### src/rtl/traffic_pkg.sv
// Shared traffic-controller definitions: light encodings, emergency detector
// state encoding and default detector timing.
package traffic_pkg;

  typedef logic [1:0] light_t;
  localparam light_t GREEN   = 2'b00;
  localparam light_t YELLOW  = 2'b01;
  localparam light_t ALLSTOP = 2'b10;
  localparam light_t RED     = 2'b11;

  typedef logic [2:0] det_state_t;
  localparam det_state_t DET_IDLE     = 3'd0;
  localparam det_state_t DET_QUALIFY  = 3'd1;
  localparam det_state_t DET_ACTIVE   = 3'd2;
  localparam det_state_t DET_RELEASE  = 3'd3;
  localparam det_state_t DET_COOLDOWN = 3'd4;

  localparam int DEF_DEBOUNCE = 4;
  localparam int DEF_MIN_HOLD = 8;
  localparam int DEF_RELEASE  = 3;
  localparam int DEF_MAX_HOLD = 40;
  localparam int DEF_COOLDOWN = 10;

endpackage

### src/rtl/sync2.sv
// Two-flop synchroniser for asynchronous level inputs (sensors, buttons).
module sync2 (
  input  logic clk,
  input  logic rst,
  input  logic d,
  output logic q
);

  logic meta;

  always_ff @(posedge clk or posedge rst) begin
    if (rst) begin
      meta <= 1'b0;
      q    <= 1'b0;
    end else begin
      meta <= d;
      q    <= meta;
    end
  end

endmodule

### src/rtl/emergency_detector.sv
// Turns the raw emergency-vehicle sensor into a debounced, duration-bounded
// level request for the light controllers, followed by a cooldown.
module emergency_detector
  import traffic_pkg::*;
#(
  parameter int CNT_W    = 8,
  parameter int DEBOUNCE = DEF_DEBOUNCE,
  parameter int MIN_HOLD = DEF_MIN_HOLD,
  parameter int RELEASE  = DEF_RELEASE,
  parameter int MAX_HOLD = DEF_MAX_HOLD,
  parameter int COOLDOWN = DEF_COOLDOWN
) (
  input  logic       clk,
  input  logic       rst,
  input  logic       sensor_in,
  input  logic       clear_count,
  output logic       emergency,
  output logic       timeout,
  output logic [7:0] event_count,
  output logic       busy
);

  localparam logic [CNT_W-1:0] DB_LAST  = CNT_W'(DEBOUNCE - 1);
  localparam logic [CNT_W-1:0] MIN_LAST = CNT_W'(MIN_HOLD - 1);
  localparam logic [CNT_W-1:0] REL_LAST = CNT_W'(RELEASE - 1);
  localparam logic [CNT_W-1:0] MAX_LAST = CNT_W'(MAX_HOLD - 1);
  localparam logic [CNT_W-1:0] CD_LAST  = CNT_W'(COOLDOWN - 1);

  logic             s;
  det_state_t       state, state_d;
  logic [CNT_W-1:0] cnt, cnt_d;
  logic [CNT_W-1:0] hold_cnt, hold_d;
  logic             qualified, tmo_d;

  sync2 u_sync (
    .clk (clk),
    .rst (rst),
    .d   (sensor_in),
    .q   (s)
  );

  always_comb begin
    state_d   = state;
    cnt_d     = cnt;
    hold_d    = hold_cnt;
    qualified = 1'b0;
    tmo_d     = 1'b0;
    case (state)
      DET_IDLE: begin
        if (s) begin
          state_d = DET_QUALIFY;
          cnt_d   = CNT_W'(1);
        end
      end
      DET_QUALIFY: begin
        if (!s) begin
          state_d = DET_IDLE;
          cnt_d   = '0;
        end else if (cnt == DB_LAST) begin
          state_d   = DET_ACTIVE;
          hold_d    = '0;
          qualified = 1'b1;
        end else begin
          cnt_d = cnt + 1'b1;
        end
      end
      DET_ACTIVE: begin
        hold_d = hold_cnt + 1'b1;
        if (hold_cnt == MAX_LAST) begin
          state_d = DET_COOLDOWN;
          tmo_d   = 1'b1;
          cnt_d   = '0;
        end else if (!s && hold_cnt >= MIN_LAST) begin
          state_d = DET_RELEASE;
          cnt_d   = CNT_W'(1);
        end
      end
      // Timeout outranks both re-activation and a completed release.
      DET_RELEASE: begin
        hold_d = hold_cnt + 1'b1;
        if (hold_cnt == MAX_LAST) begin
          state_d = DET_COOLDOWN;
          tmo_d   = 1'b1;
          cnt_d   = '0;
        end else if (s) begin
          state_d = DET_ACTIVE;
        end else if (cnt == REL_LAST) begin
          state_d = DET_COOLDOWN;
          cnt_d   = '0;
        end else begin
          cnt_d = cnt + 1'b1;
        end
      end
      DET_COOLDOWN: begin
        if (cnt == CD_LAST) begin
          state_d = DET_IDLE;
          cnt_d   = '0;
        end else begin
          cnt_d = cnt + 1'b1;
        end
      end
      default: begin
        state_d = DET_IDLE;
        cnt_d   = '0;
      end
    endcase
  end

  // Outputs are registered from the next state so they align with the state register.
  always_ff @(posedge clk or posedge rst) begin
    if (rst) begin
      state       <= DET_IDLE;
      cnt         <= '0;
      hold_cnt    <= '0;
      emergency   <= 1'b0;
      timeout     <= 1'b0;
      busy        <= 1'b0;
      event_count <= '0;
    end else begin
      state     <= state_d;
      cnt       <= cnt_d;
      hold_cnt  <= hold_d;
      emergency <= (state_d == DET_ACTIVE) || (state_d == DET_RELEASE);
      timeout   <= tmo_d;
      busy      <= (state_d != DET_IDLE);
      if (clear_count)
        event_count <= '0;
      else if (qualified && event_count != 8'hFF)
        event_count <= event_count + 1'b1;
    end
  end

endmodule

### config.mk
export PLATFORM = sky130hd
export DESIGN_NAME = emergency_detector
export DESIGN_NICKNAME = d
export VERILOG_FILES = /design/src/rtl/traffic_pkg.sv /design/src/rtl/sync2.sv /design/src/rtl/emergency_detector.sv
export SDC_FILE = /design/constraint.sdc
export NUM_CORES = 1
export LEC_CHECK = 0
export CAP_MARGIN = 5
export CORE_ASPECT_RATIO = 1.4
export CORE_MARGIN = 2
export CORE_UTILIZATION = 30
export DETAILED_ROUTE_END_ITERATION = 6
export PLACE_DENSITY = 0.44
export SYNTH_ARGS = -nofsm -noshare
export SYNTH_HDL_FRONTEND = slang
export SYNTH_HIERARCHICAL = 1
export SYNTH_SLANG_ARGS = --single-unit
### constraint.sdc
create_clock -name clk -period 4.2 [get_ports clk]
set_input_delay 0.42 -clock clk [delete_from_list [all_inputs] [get_ports clk]]
set_output_delay 0.42 -clock clk [all_outputs]
set_load 0.01 [all_outputs]
==> results.md <==
- Leakage power: 0.887 nW
- Synthesized net count: 186
- Setup crit start: hold_cnt[3]
- Syn. warnings: 6
- Die area: 6760 um2
- Chip height: 96.5 um
- Later-pin clock latency in the skew report: 290 ps
- Antenna violations before repair: 0
- Final period util: 59.1%
- Drt pass-1 iters: 4
- Arrival @ worst endpoint: 2660 ps
- Most used DFF post-synth: dfrtp_1
- Post-synth cell types: 52
- Final setup violation count: 0
- Sequential group share of total power: 39.3%
- Combinational share of power: 36.4%
- Synth async-reset ratio: 100%
- Min setup slack post-route: 1720 ps
- Switch Pwr: 0.394 mW
- I/O pin count: 15
- H-tree levels: 2
- Commonest cells post-synth: dfrtp_1, nor2_1, xnor2_1, nand2_1, nand3_1
- Residual DRC: 0
- CORE AREA: 5860 um2
- Total GRT Usage: 12.8%
- Antenna diode count: 0
- Setup TNS: 0 ps
- Clock sink count: 32
- Number of vias per cell: 5.22
- Pre-CTS WS: 1720 ps
- Final Hold Vio Count: 0
- First-pass GRT wire length: 6730 um
- Most instantiated library cell after synthesis: dfrtp_1
- Mean post-synth cell area: 10.3 um2
- DR WL/cell: 14.8 um
- Rows: 33
- Power density cells: 509 nW/um2
- CTS Buffer Depth: 2
- Synth top area share: 43.7%
- Max Fanout on Critical Path: 8
- Layout area overhead: 15.8%
- Drt total wl: 3900 um
- Yosys reg bits: 32
- Detail Route Antenna Nets: 0
- Die X: 70.0 um
- RR Startpoint: hold_cnt[3]
- Sequential fraction of the synthesis area: 43.7%
- CTS tree: done
- Layout Utilization: 36.2%
- Max-Cap Viols: 0
- Tmin final: 2480 ps
- # Post-CTS Setup Buffers: 0
- DRT iter0 DRCs: 36
- Rel. slew slack: 56.4%
- Synth top area cells: dfrtp_1, xnor2_1, nor2_1
- CTS buffer count: 5
- Sw Ratio: 36.6%
- Post-synth EDFFs: 0
- Nets@finish: 202
- DP HPWL: 2870 um
- Worst-Margin Slew: 653 ps
- Crit path required time: 4380 ps
- Fillers: 602
- Worst setup SP type: flop
- Critical-path cell with the highest stage delay: dfrtp_1
- Vias in the first global route: 1,406
- Syn Inst Count: 177
- Buffers added on ports: 14
- CP Capture Type: flop
- PostCTS Resize Cnt: 0
- CTS Hold Bufs: 0
- Clock Pin Slew Worst Setup and Hold Paths: 70 ps
- Max-slew violations: 0
- Pin count of the biggest net entering global routing: 31
- Status: finished clean
- R2r setup slk: 1720 ps
- Worst path cell trace: nor4_4, mux2_2, o21ai_1, and2_1, mux2_4
- Slowest Stage Delay on Critical Path: 440 ps
- Clk pwr share: 24.2%
- Total global routing overflow: 0
- Share of cells above drive strength 1: 12.4%
- Initial Util: 31.2%
- Fmax: 403 MHz
- Vias after detailed routing: 1,372
- Mapped Area: 1830 um2
- Maximum vdd drop: 0.000199 V
- Total chip power: 1.08 mW
- Clock Skews: 6.07 ps
- Hold WC Path Type: input port to asynchronous set/reset pin
- RSZ-0062 raised after global routing: false
- Int Pwr: 0.684 mW
- Synth area leader: dfrtp_1
- Kind of critical path: flop to flop
- Clock Root Buffer: clkbuf_8
- Placer Congestion: 0.769
metrics by stage:
stage / cells / hold slack, ps / cell area, um2
2_1_floorplan: 177 / 161 / 1830
3_3_place_gp: 256 / 336 / 2020
3_5_place_dp: 256 / 348 / 2020
4_1_cts: 263 / 304 / 2120
5_1_grt: 263 / 310 / 2120
6_report: 263 / 302 / 2120
final timing paths:
kind / end / cells past startpoint
worst max-delay path: cnt[1] / 5
worst min register to register: u_sync/q / 0
max in group asynchronous: hold_cnt[4] / 3
worst min-delay path: u_sync/meta / 2
worst max register to register: cnt[1] / 5
min in group clk: u_sync/q / 0
registers in the layout (all words and copies together), names as in the netlist:
signal	count
hold_cnt	8
u_sync/meta	1
busy	1
u_sync/q	1
state	3
event_count	8
emergency	1
cnt	8
timeout	1
kinds of logic (layout without fill, tap and decap cells):
family / count (synthesis) / count (layout) / synth area share [%]
and+or+nand+nor: 74 / 74 / 23.0
AOI/OAI and AO/OA: 36 / 36 / 17.1
DFF: 32 / 32 / 43.7
buffers and inverters: 13 / 29 / 3.76
xor gates and xnor gates: 13 / 13 / 6.22
muxes: 4 / 4 / 2.80
adders and majority gates: 5 / 5 / 3.42
final cells by class:
| class | instances | area (um2) | area share, % |
|---|---|---|---|
| sequential | 32 | 801 | 37.8 |
| inverter | 7 | 26.3 | 1.24 |
| timing repair buffer | 15 | 148 | 6.96 |
| tap | 70 | 87.6 | 4.13 |
| multi-input combinational | 132 | 962 | 45.4 |
| clock buffer | 7 | 96.3 | 4.54 |
metal layers:
layer	up-vias	GRT usage, %	share of wire [%]
met5	-	0	0
met4	0	4.81	1.3
met3	4	2.90	2.6
met2	20	24.2	53
met1	672	13.8	43
li1	676	-	-
power groups by stage:
stage	Clock [mW]	Sequential (mW)	Combinational, mW
after global placement	0	0.427	0.395
after CTS	0.269	0.423	0.399
final	0.262	0.424	0.393
after global routing	0.284	0.433	0.445
after floorplan	0	0.409	0.338
after detailed placement	0	0.429	0.397
layout by cell type, fill, tap and decap left out, types with 2 or more instances in the layout:
master	netlist	layout
a21oi_1	3	3
a311oi_4	2	2
a31oi_1	2	2
a32o_1	5	5
and2_1	2	2
and3_1	6	6
clkbuf_8	0	7
clkdlybuf4s50_1	0	14
dfrtp_1	32	32
ha_1	5	5
inv_1	7	7
mux2_4	2	2
nand2_1	9	9
nand2b_1	2	2
nand3_1	9	9
nand4_1	3	3
nor2_1	20	20
nor2b_1	6	6
nor3_1	2	2
nor3_2	2	2
nor3b_1	2	2
nor4_1	3	3
o211ai_1	5	5
o21ai_0	5	5
o31ai_1	2	2
xnor2_1	11	11
xor2_1	2	2
critical path, delay by kind of cell (launching register included):
| kind | cells | cell delay, ps |
|---|---|---|
| flops | 1 | 440 |
| compound gates | 1 | 400 |
| mux | 2 | 700 |
| simple gates | 2 | 820 |
Note: power is estimated with default switching activity, not from simulation.
